==> src/rtl/count_pwm_pkg.sv <==
// Shared encodings and limits for the count_pwm slice: run/sync states,
// pending-slot states, default widths and saturation ceilings.
package count_pwm_pkg;

  localparam int unsigned CW_DEFAULT = 3;
  localparam logic [CW_DEFAULT:0] DUTY_MAX = 4'd8;
  localparam logic [7:0] WRAPCNT_MAX = 8'd255;

  typedef enum logic [0:0] {
    SYNC = 1'b0,
    RUN  = 1'b1
  } run_state_e;

  typedef enum logic [0:0] {
    EMPTY = 1'b0,
    FULL  = 1'b1
  } slot_state_e;

endpackage

==> src/rtl/count_pwm_dbuf.sv <==
// Duty double-buffer: a one-deep pending slot filled over valid/ready, promoted
// to the active duty only on a period wrap so a period never mixes two duties.
module count_pwm_dbuf
  import count_pwm_pkg::*;
#(
  parameter int unsigned CW     = CW_DEFAULT,
  parameter int unsigned DUTY_W = CW + 1
) (
  input  logic              clk,
  input  logic              rst,
  input  logic [DUTY_W-1:0] duty_in,
  input  logic              duty_valid,
  output logic              duty_ready,
  input  logic              wrap,
  output logic [DUTY_W-1:0] duty_eff
);

  localparam logic [DUTY_W-1:0] DMAX = DUTY_W'(1 << CW);

  function automatic logic [DUTY_W-1:0] sat_duty(input logic [DUTY_W-1:0] d);
    if (d > DMAX) begin
      return DMAX;
    end else begin
      return d;
    end
  endfunction

  logic              rst_q_r;
  slot_state_e       pend_r;
  logic [DUTY_W-1:0] pend_duty_r;
  logic [DUTY_W-1:0] active_duty_r;
  logic              accept_s;
  logic              load_s;

  // Accept needs an empty slot and load needs a full one, so both never coincide.
  assign duty_ready = ~rst_q_r & (pend_r == EMPTY);
  assign accept_s   = duty_valid & duty_ready;
  assign load_s     = wrap & (pend_r == FULL);
  assign duty_eff   = load_s ? pend_duty_r : active_duty_r;

  // Pending slot, active duty and reset-follower register.
  always_ff @(posedge clk) begin
    if (rst) begin
      rst_q_r       <= 1'b1;
      pend_r        <= EMPTY;
      pend_duty_r   <= {DUTY_W{1'b0}};
      active_duty_r <= {DUTY_W{1'b0}};
    end else begin
      rst_q_r <= 1'b0;
      if (accept_s) begin
        pend_r      <= FULL;
        pend_duty_r <= sat_duty(duty_in);
      end else if (load_s) begin
        pend_r        <= EMPTY;
        active_duty_r <= pend_duty_r;
      end else begin
        pend_r <= pend_r;
      end
    end
  end

endmodule

==> src/rtl/count_pwm.sv <==
// PWM generator driven by an external free-running counter; duty updates are
// double-buffered to period boundaries. Optional COUNT_PWM_WRAPCNT_EN adds a
// saturating period counter output wrap_cnt.
module count_pwm
  import count_pwm_pkg::*;
#(
  parameter int unsigned CW     = CW_DEFAULT,
  parameter int unsigned DUTY_W = CW + 1
) (
  input  logic              clk,
  input  logic              rst,
  input  logic [CW-1:0]     count,
  input  logic [DUTY_W-1:0] duty_in,
  input  logic              duty_valid,
  output logic              duty_ready,
  output logic              pwm_out,
  output logic              period_start
`ifdef COUNT_PWM_WRAPCNT_EN
  ,
  output logic [7:0]        wrap_cnt
`endif
);

  run_state_e        state_r;
  run_state_e        state_nxt_s;
  logic [CW-1:0]     prev_count_r;
  logic              wrap_s;
  logic              enter_run_s;
  logic              run_s;
  logic              ps_nxt_s;
  logic [DUTY_W-1:0] duty_eff_s;
  logic              pwm_r;
  logic              ps_r;

  count_pwm_dbuf #(
    .CW     (CW),
    .DUTY_W (DUTY_W)
  ) u_dbuf (
    .clk        (clk),
    .rst        (rst),
    .duty_in    (duty_in),
    .duty_valid (duty_valid),
    .duty_ready (duty_ready),
    .wrap       (wrap_s),
    .duty_eff   (duty_eff_s)
  );

  // Next state: leave SYNC on the first zero count; only reset returns to SYNC.
  always_comb begin
    state_nxt_s = state_r;
    case (state_r)
      SYNC: begin
        if (count == {CW{1'b0}}) begin
          state_nxt_s = RUN;
        end else begin
          state_nxt_s = SYNC;
        end
      end
      RUN:     state_nxt_s = RUN;
      default: state_nxt_s = SYNC;
    endcase
  end

  // Wrap and run qualifiers; the entering cycle already counts as running so the
  // first period after sync is complete rather than missing its count-0 slot.
  always_comb begin
    wrap_s      = (count < prev_count_r) |
                  ((state_r == SYNC) & (count == {CW{1'b0}}));
    enter_run_s = (state_r == SYNC) & (state_nxt_s == RUN);
    run_s       = (state_r == RUN) | enter_run_s;
    ps_nxt_s    = wrap_s & run_s;
  end

  // State, previous count and registered waveform outputs.
  always_ff @(posedge clk) begin
    if (rst) begin
      state_r      <= SYNC;
      prev_count_r <= {CW{1'b0}};
      pwm_r        <= 1'b0;
      ps_r         <= 1'b0;
    end else begin
      state_r      <= state_nxt_s;
      prev_count_r <= count;
      pwm_r        <= run_s & ({1'b0, count} < duty_eff_s);
      ps_r         <= ps_nxt_s;
    end
  end

  assign pwm_out      = pwm_r;
  assign period_start = ps_r;

`ifdef COUNT_PWM_WRAPCNT_EN
  logic [7:0] wrap_cnt_r;

  // Saturating count of period starts, aligned with the period_start pulse.
  always_ff @(posedge clk) begin
    if (rst) begin
      wrap_cnt_r <= 8'd0;
    end else if (ps_nxt_s && (wrap_cnt_r != WRAPCNT_MAX)) begin
      wrap_cnt_r <= wrap_cnt_r + 8'd1;
    end else begin
      wrap_cnt_r <= wrap_cnt_r;
    end
  end

  assign wrap_cnt = wrap_cnt_r;
`endif

endmodule
==> config.mk <==
export PLATFORM = sky130hd
export DESIGN_NAME = count_pwm
export DESIGN_NICKNAME = d
export VERILOG_FILES = /design/src/rtl/count_pwm_pkg.sv /design/src/rtl/count_pwm_dbuf.sv /design/src/rtl/count_pwm.sv
export SDC_FILE = /design/constraint.sdc
export NUM_CORES = 1
export LEC_CHECK = 0
export CAP_MARGIN = 40
export CORE_UTILIZATION = 53
export CTS_BUF_LIST = sky130_fd_sc_hd__clkbuf_4
export DETAILED_ROUTE_END_ITERATION = 10
export PLACE_DENSITY = 0.87
export SLEW_MARGIN = 20
export SYNTH_ARGS = -nofsm -noshare
export SYNTH_HDL_FRONTEND = slang
export SYNTH_HIERARCHICAL = 1
export SYNTH_SLANG_ARGS = --single-unit
==> constraint.sdc <==
create_clock -name clk -period 3 [get_ports clk]
set_clock_uncertainty 0.2 [all_clocks]
set_input_delay 0.3 -clock clk [delete_from_list [all_inputs] [get_ports clk]]
set_output_delay 0.3 -clock clk [all_outputs]
set_load 0.05 [all_outputs]
# Word-level counts from Yosys, hierarchy flattened
# Index checks and enable logic that the tools add are counted.
# op_classes
n_reduce_logical	2
magnitude_cmp	3
muxes	7
bitwise_logic	12
# ops
cell	n
$mux 4	2
$and 1x1->1	7
$gt 4x4->1 const B	1
$lt 3x4->1	1
$mux 1	4
$logic_not 3->1	1
$lt 3x3->1	1
$not 1->1	3
$or 1x1->1	2
$pmux 1 s2	1
$reduce_bool 2->1	1
# totals
ff_bits	16
output_inout_bits	3
wordCells	32

# Logic depth before layout (Yosys ltp)
# depth
word_depth	7
ltp_mapped	12

# By module
# The synthesis kept the hierarchy.
# modules_own_cells
mod	cells_per_inst	area_per_inst_um2	instances	seq_area_each_um2
count_pwm_dbuf	45	444.2	1	200.2
count_pwm	30	295.3	1	120.1

# Worst setup path after synthesis
# OpenSTA, ideal clock, no wires.
# synth_timing
path_type	flip-flop to flip-flop
from	register prev_count_r[2]
to	register pwm_r, in the netlist pwm_out
n_path_buf	1
stages_incl_launch_ff	13
slack_ns	0.719
setup_ns	0.120
arrival_ns	1.961
period_less_slack_ns	2.281
path_cell_list	dfxtp_1 -> inv_1 -> ha_1 -> nand2_1 -> o21ai_0 -> o21ai_0 -> clkbuf_1 -> a21bo_2 -> nand2_1 -> inv_1 -> ha_1 -> a211oi_1 -> o31a_1
# synth_between
elab_chain_len	6
# synth_lines
item	line_no	source
from (decl)	count_pwm.sv:26	logic [CW-1:0] prev_count_r;
from (signal assigned)	count_pwm.sv:78	prev_count_r <= {CW{1'b0}};
from (signal assigned)	count_pwm.sv:83	prev_count_r <= count;
$lt 3x3->1	count_pwm.sv:67	wrap_s = (count < prev_count_r) |
$or 1x1->1	count_pwm.sv:67	
via wrap_s	count_pwm.sv:27	logic wrap_s;
$and 1x1->1	count_pwm_dbuf.sv:38	assign load_s = wrap & (pend_r == FULL);
$mux 4	count_pwm_dbuf.sv:39	assign duty_eff = load_s ? pend_duty_r : active_duty_r;
via duty_eff_s[1]	count_pwm.sv:31	logic [DUTY_W-1:0] duty_eff_s;
$lt 3x4->1	count_pwm.sv:84	pwm_r <= run_s & ({1'b0, count} < duty_eff_s);
$and 1x1->1	count_pwm.sv:84	
to (signal assigned)	count_pwm.sv:84	
to (decl)	count_pwm.sv:32	logic pwm_r;
# The timed path passes the listed nets, and every way through them passes these cells.
# A chain may end at the register's enable or synchronous reset.

# Worst setup path after layout
# layout_timing
from	input count[2]
to	register pwm_r, in the netlist pwm_out
# layout_between
elab_chain_len	7
elab_cells_between_ends	12
classes_between	2 x order compare; 3 x mux; 6 x bitwise; 1 x reduce/logical
# layout_lines
item	line_no	source
from (decl)	count_pwm.sv:12	input logic [CW-1:0] count,
parallel branches: the longest is 2 deep, another holds $lt 3x3->1	n/a	
$or 1x1->1 *	count_pwm.sv:67	
via wrap_s	count_pwm.sv:27	
$and 1x1->1 *	count_pwm_dbuf.sv:38	
$mux 4 *	count_pwm_dbuf.sv:39	
via duty_eff_s[1]	count_pwm.sv:31	
$lt 3x4->1 *	count_pwm.sv:84	
$and 1x1->1 *	count_pwm.sv:84	
# Mark *: on every way through the listed nets, which the timed path passes.

==> flow_summary.ini <==
[sta]
hold_viol_final = 0
setup_violations = 0
whs_ps = 260
final.setup.worst_slack_ps = 392
slew_headroom_pct = 58.7
worstMarginPinSlew_ps = 618
rsz0062_at_grt = false
setup_tns_ps = 0
post-route-min-period_ps = 2610
period_share_pct = 86.9
drv_slew = 0
max_freq_mhz = 383

[critical_path]
crit_path_max_fanout = 9
end_kind = flop
start_kind = input port
cp_slowest_cell = clkdlybuf4s50_1
cp_cell_sequence = clkdlybuf4s50_1 -> ha_1 -> nand2_1 -> o21ai_0 -> o21ai_0 -> buf_4 -> a21bo_2 -> nand2_1 -> inv_1 -> ha_1 -> a211oi_1 -> o31a_1
crit_type = input port to flop
slowest_delay_ps = 470
required_ps = 2990
cp.arrival_ps = 2590

[synth]
synth_edf_count = 0
avgSynthCellArea_um2 = 9.86
yosys.area_share.simple_pct = 23.4
synth.mux.area_fraction_pct = 5.41
synth_top_area_share_pct = 43.3
netlist-cell-type-count = 23
synthTopCellsByArea = dfxtp_1, ha_1, a21bo_2
ys_seq_area_share_pct = 43.3
synth_top_family_by_area = simple AND/OR/NAND/NOR gates
synth_fa_ha_area_share_pct = 6.77
syn_area_um2 = 739
ys_warn_count = 6
synth_ff_type = dfxtp_1
synth_xor_area_share_pct = 0
syn_nets = 89
synth_cells = 75
yosys.area.top_type = dfxtp_1
synth-async-reset-ratio_pct = 0
ys_seq_elements = 16
synth_compound_area_share_pct = 16.9

[finish]
design_area_um2 = 900
nFillCells = 94
drive_above_1_share_pct = 13.5
syn_to_final_growth_pct = 21.7
final_util_pct = 69.1
diodes = 0
finalNetCount = 104
stdcell_count = 104

[pwr]
vdd_drop_max_v = 0.000279
p_leak_nw = 0.360
finalPower_uw = 407
pwr_density_cell_nw_per_um2 = 452

[floorplan]
start_util_pct = 56.8
core_area_um2 = 1300
ios = 13
die_area_um2 = 1550
placementRows = 13
die_w_um = 39.4
die_h_um = 39.4

[place]
dp.final_hpwl_um = 918
gp_congestion = 0.656
numPortBuffers = 12
dp_cells = 100
pre_cts_ws_ps = 73.6
placed_cell_area_um2 = 873

[clock_tree]
cts_buffers = 3
cts-resized-gates = 0
path_clk_slew_ps = 100
cts.sinks = 16
cts.path.max_buffers = 2
clkLatencyLatePin_ps = 300
post_cts_buffers = 0
cts-htree-levels = 1
cts_tree = done
root_buffer = clkbuf_4
postCtsHoldBufs = 0

[drt]
drtPass1Iterations = 4
routed_wl_mm = 1.23
drcViolationCount = 0
vias = 541
ant_nets = 0
viasPerCell = 5.20
wire_per_inst_um = 11.8
drt_first_iter_violations = 6

[grt]
grt_usage_pct = 19.6
antenna_found_initial = 0
grt_max_degree = 19
grt_pass1_vias = 473
gr-total-overflow = 0
grt_first_pass_wirelength_mm = 1.93

[flow_run]
cap_violations = 0

[hold_path]
min_path_type = flop to flop

[status]
status = completed
==> placed cells by master (no fill, tap or decap) <==
| master | netlist | routed |
|---|---|---|
| a211oi_1 | 1 | 1 |
| a21bo_2 | 4 | 4 |
| a21boi_1 | 1 | 1 |
| a21oi_1 | 5 | 5 |
| a21oi_4 | 1 | 1 |
| and2b_1 | 1 | 1 |
| buf_4 | 0 | 1 |
| clkbuf_4 | 0 | 3 |
| clkdlybuf4s50_1 | 0 | 12 |
| clkinv_1 | 0 | 1 |
| dfxtp_1 | 16 | 16 |
| ha_1 | 4 | 4 |
| inv_1 | 5 | 5 |
| mux2i_1 | 4 | 4 |
| nand2_1 | 5 | 5 |
| nand2b_1 | 6 | 6 |
| nand3_1 | 4 | 4 |
| nor2_1 | 2 | 2 |
| nor2b_1 | 4 | 4 |
| nor3b_4 | 1 | 1 |
| o21ai_0 | 2 | 2 |
| o21ba_2 | 1 | 1 |
| o31a_1 | 1 | 1 |
| or3_4 | 1 | 1 |
| or3b_1 | 3 | 3 |
==> state kept, by name, indices dropped and copies added (netlist names) <==
signal,cells
period_start,1
prev_count_r,3
pwm_out,1
state_r,1
u_dbuf/active_duty_r,4
u_dbuf/pend_duty_r,4
u_dbuf/pend_r,1
u_dbuf/rst_q_r,1
==> kinds of logic (layout without fill, tap and decap cells) <==
family	Yosys count	after routing
and+or+nand+nor	27	27
AOI/OAI and AO/OA	16	16
DFF	16	16
buffers and inverters	8	22
adders and majority gates	4	4
muxes	4	4
==> area by class of cell <==
class | count | area [um^2] | area share [%]
well taps | 15 | 18.8 | 2.09
multi-input cells | 51 | 388 | 43.1
inverters | 5 | 18.8 | 2.09
flip-flops and latches | 16 | 320 | 35.6
clock inverters | 1 | 3.75 | 0.417
repair buffers | 13 | 128 | 14.2
clock buffers | 3 | 22.5 | 2.50
==> routing by layer <==
metal	wire, um	vias to the layer above	GRT usage (%)
li1	-	280	-
met1	569	250	22.8
met2	582	9	30.0
met3	54	2	10.2
met4	19	0	7.76
met5	0	-	0
==> report_power, final <==
group | switching (mW) | internal [mW] | leakage [nW] | total [mW]
clock | 0.0688 | 0.0485 | 0.0154 | 0.117
combinational | 0.0315 | 0.0319 | 0.214 | 0.0634
sequential | 0.00594 | 0.220 | 0.131 | 0.226
==> Yosys cell counts, types with 2 or more instances <==
cell,count
nor2_1,2
nand2b_1,6
inv_1,5
a21oi_1,5
o21ai_0,2
mux2i_1,4
or3b_1,3
ha_1,4
nand2_1,5
nor2b_1,4
a21bo_2,4
dfxtp_1,16
clkbuf_1,2
nand3_1,4
==> path summary, 6_finish.rpt <==
path | start | endpoint | slack [ps] | depth (start not counted)
worst max-delay path | count[2] | pwm_out$_SDFF_PP0_ | 390 | 12
worst min-delay path | state_r$_SDFF_PP0_ | period_start$_SDFF_PP0_ | 260 | 1
worst max register to register | prev_count_r[2]$_SDFF_PP0_ | pwm_out$_SDFF_PP0_ | 550 | 12
worst min register to register | state_r$_SDFF_PP0_ | period_start$_SDFF_PP0_ | 260 | 1
==> worst max-delay path: cells and delay by family <==
family	cells	cell delay, ps
compound gates	5	890
buf+inv	3	690
fa+ha+maj	2	600
simple gates	2	110
No activity file was read; power rests on OpenSTA's default activity.
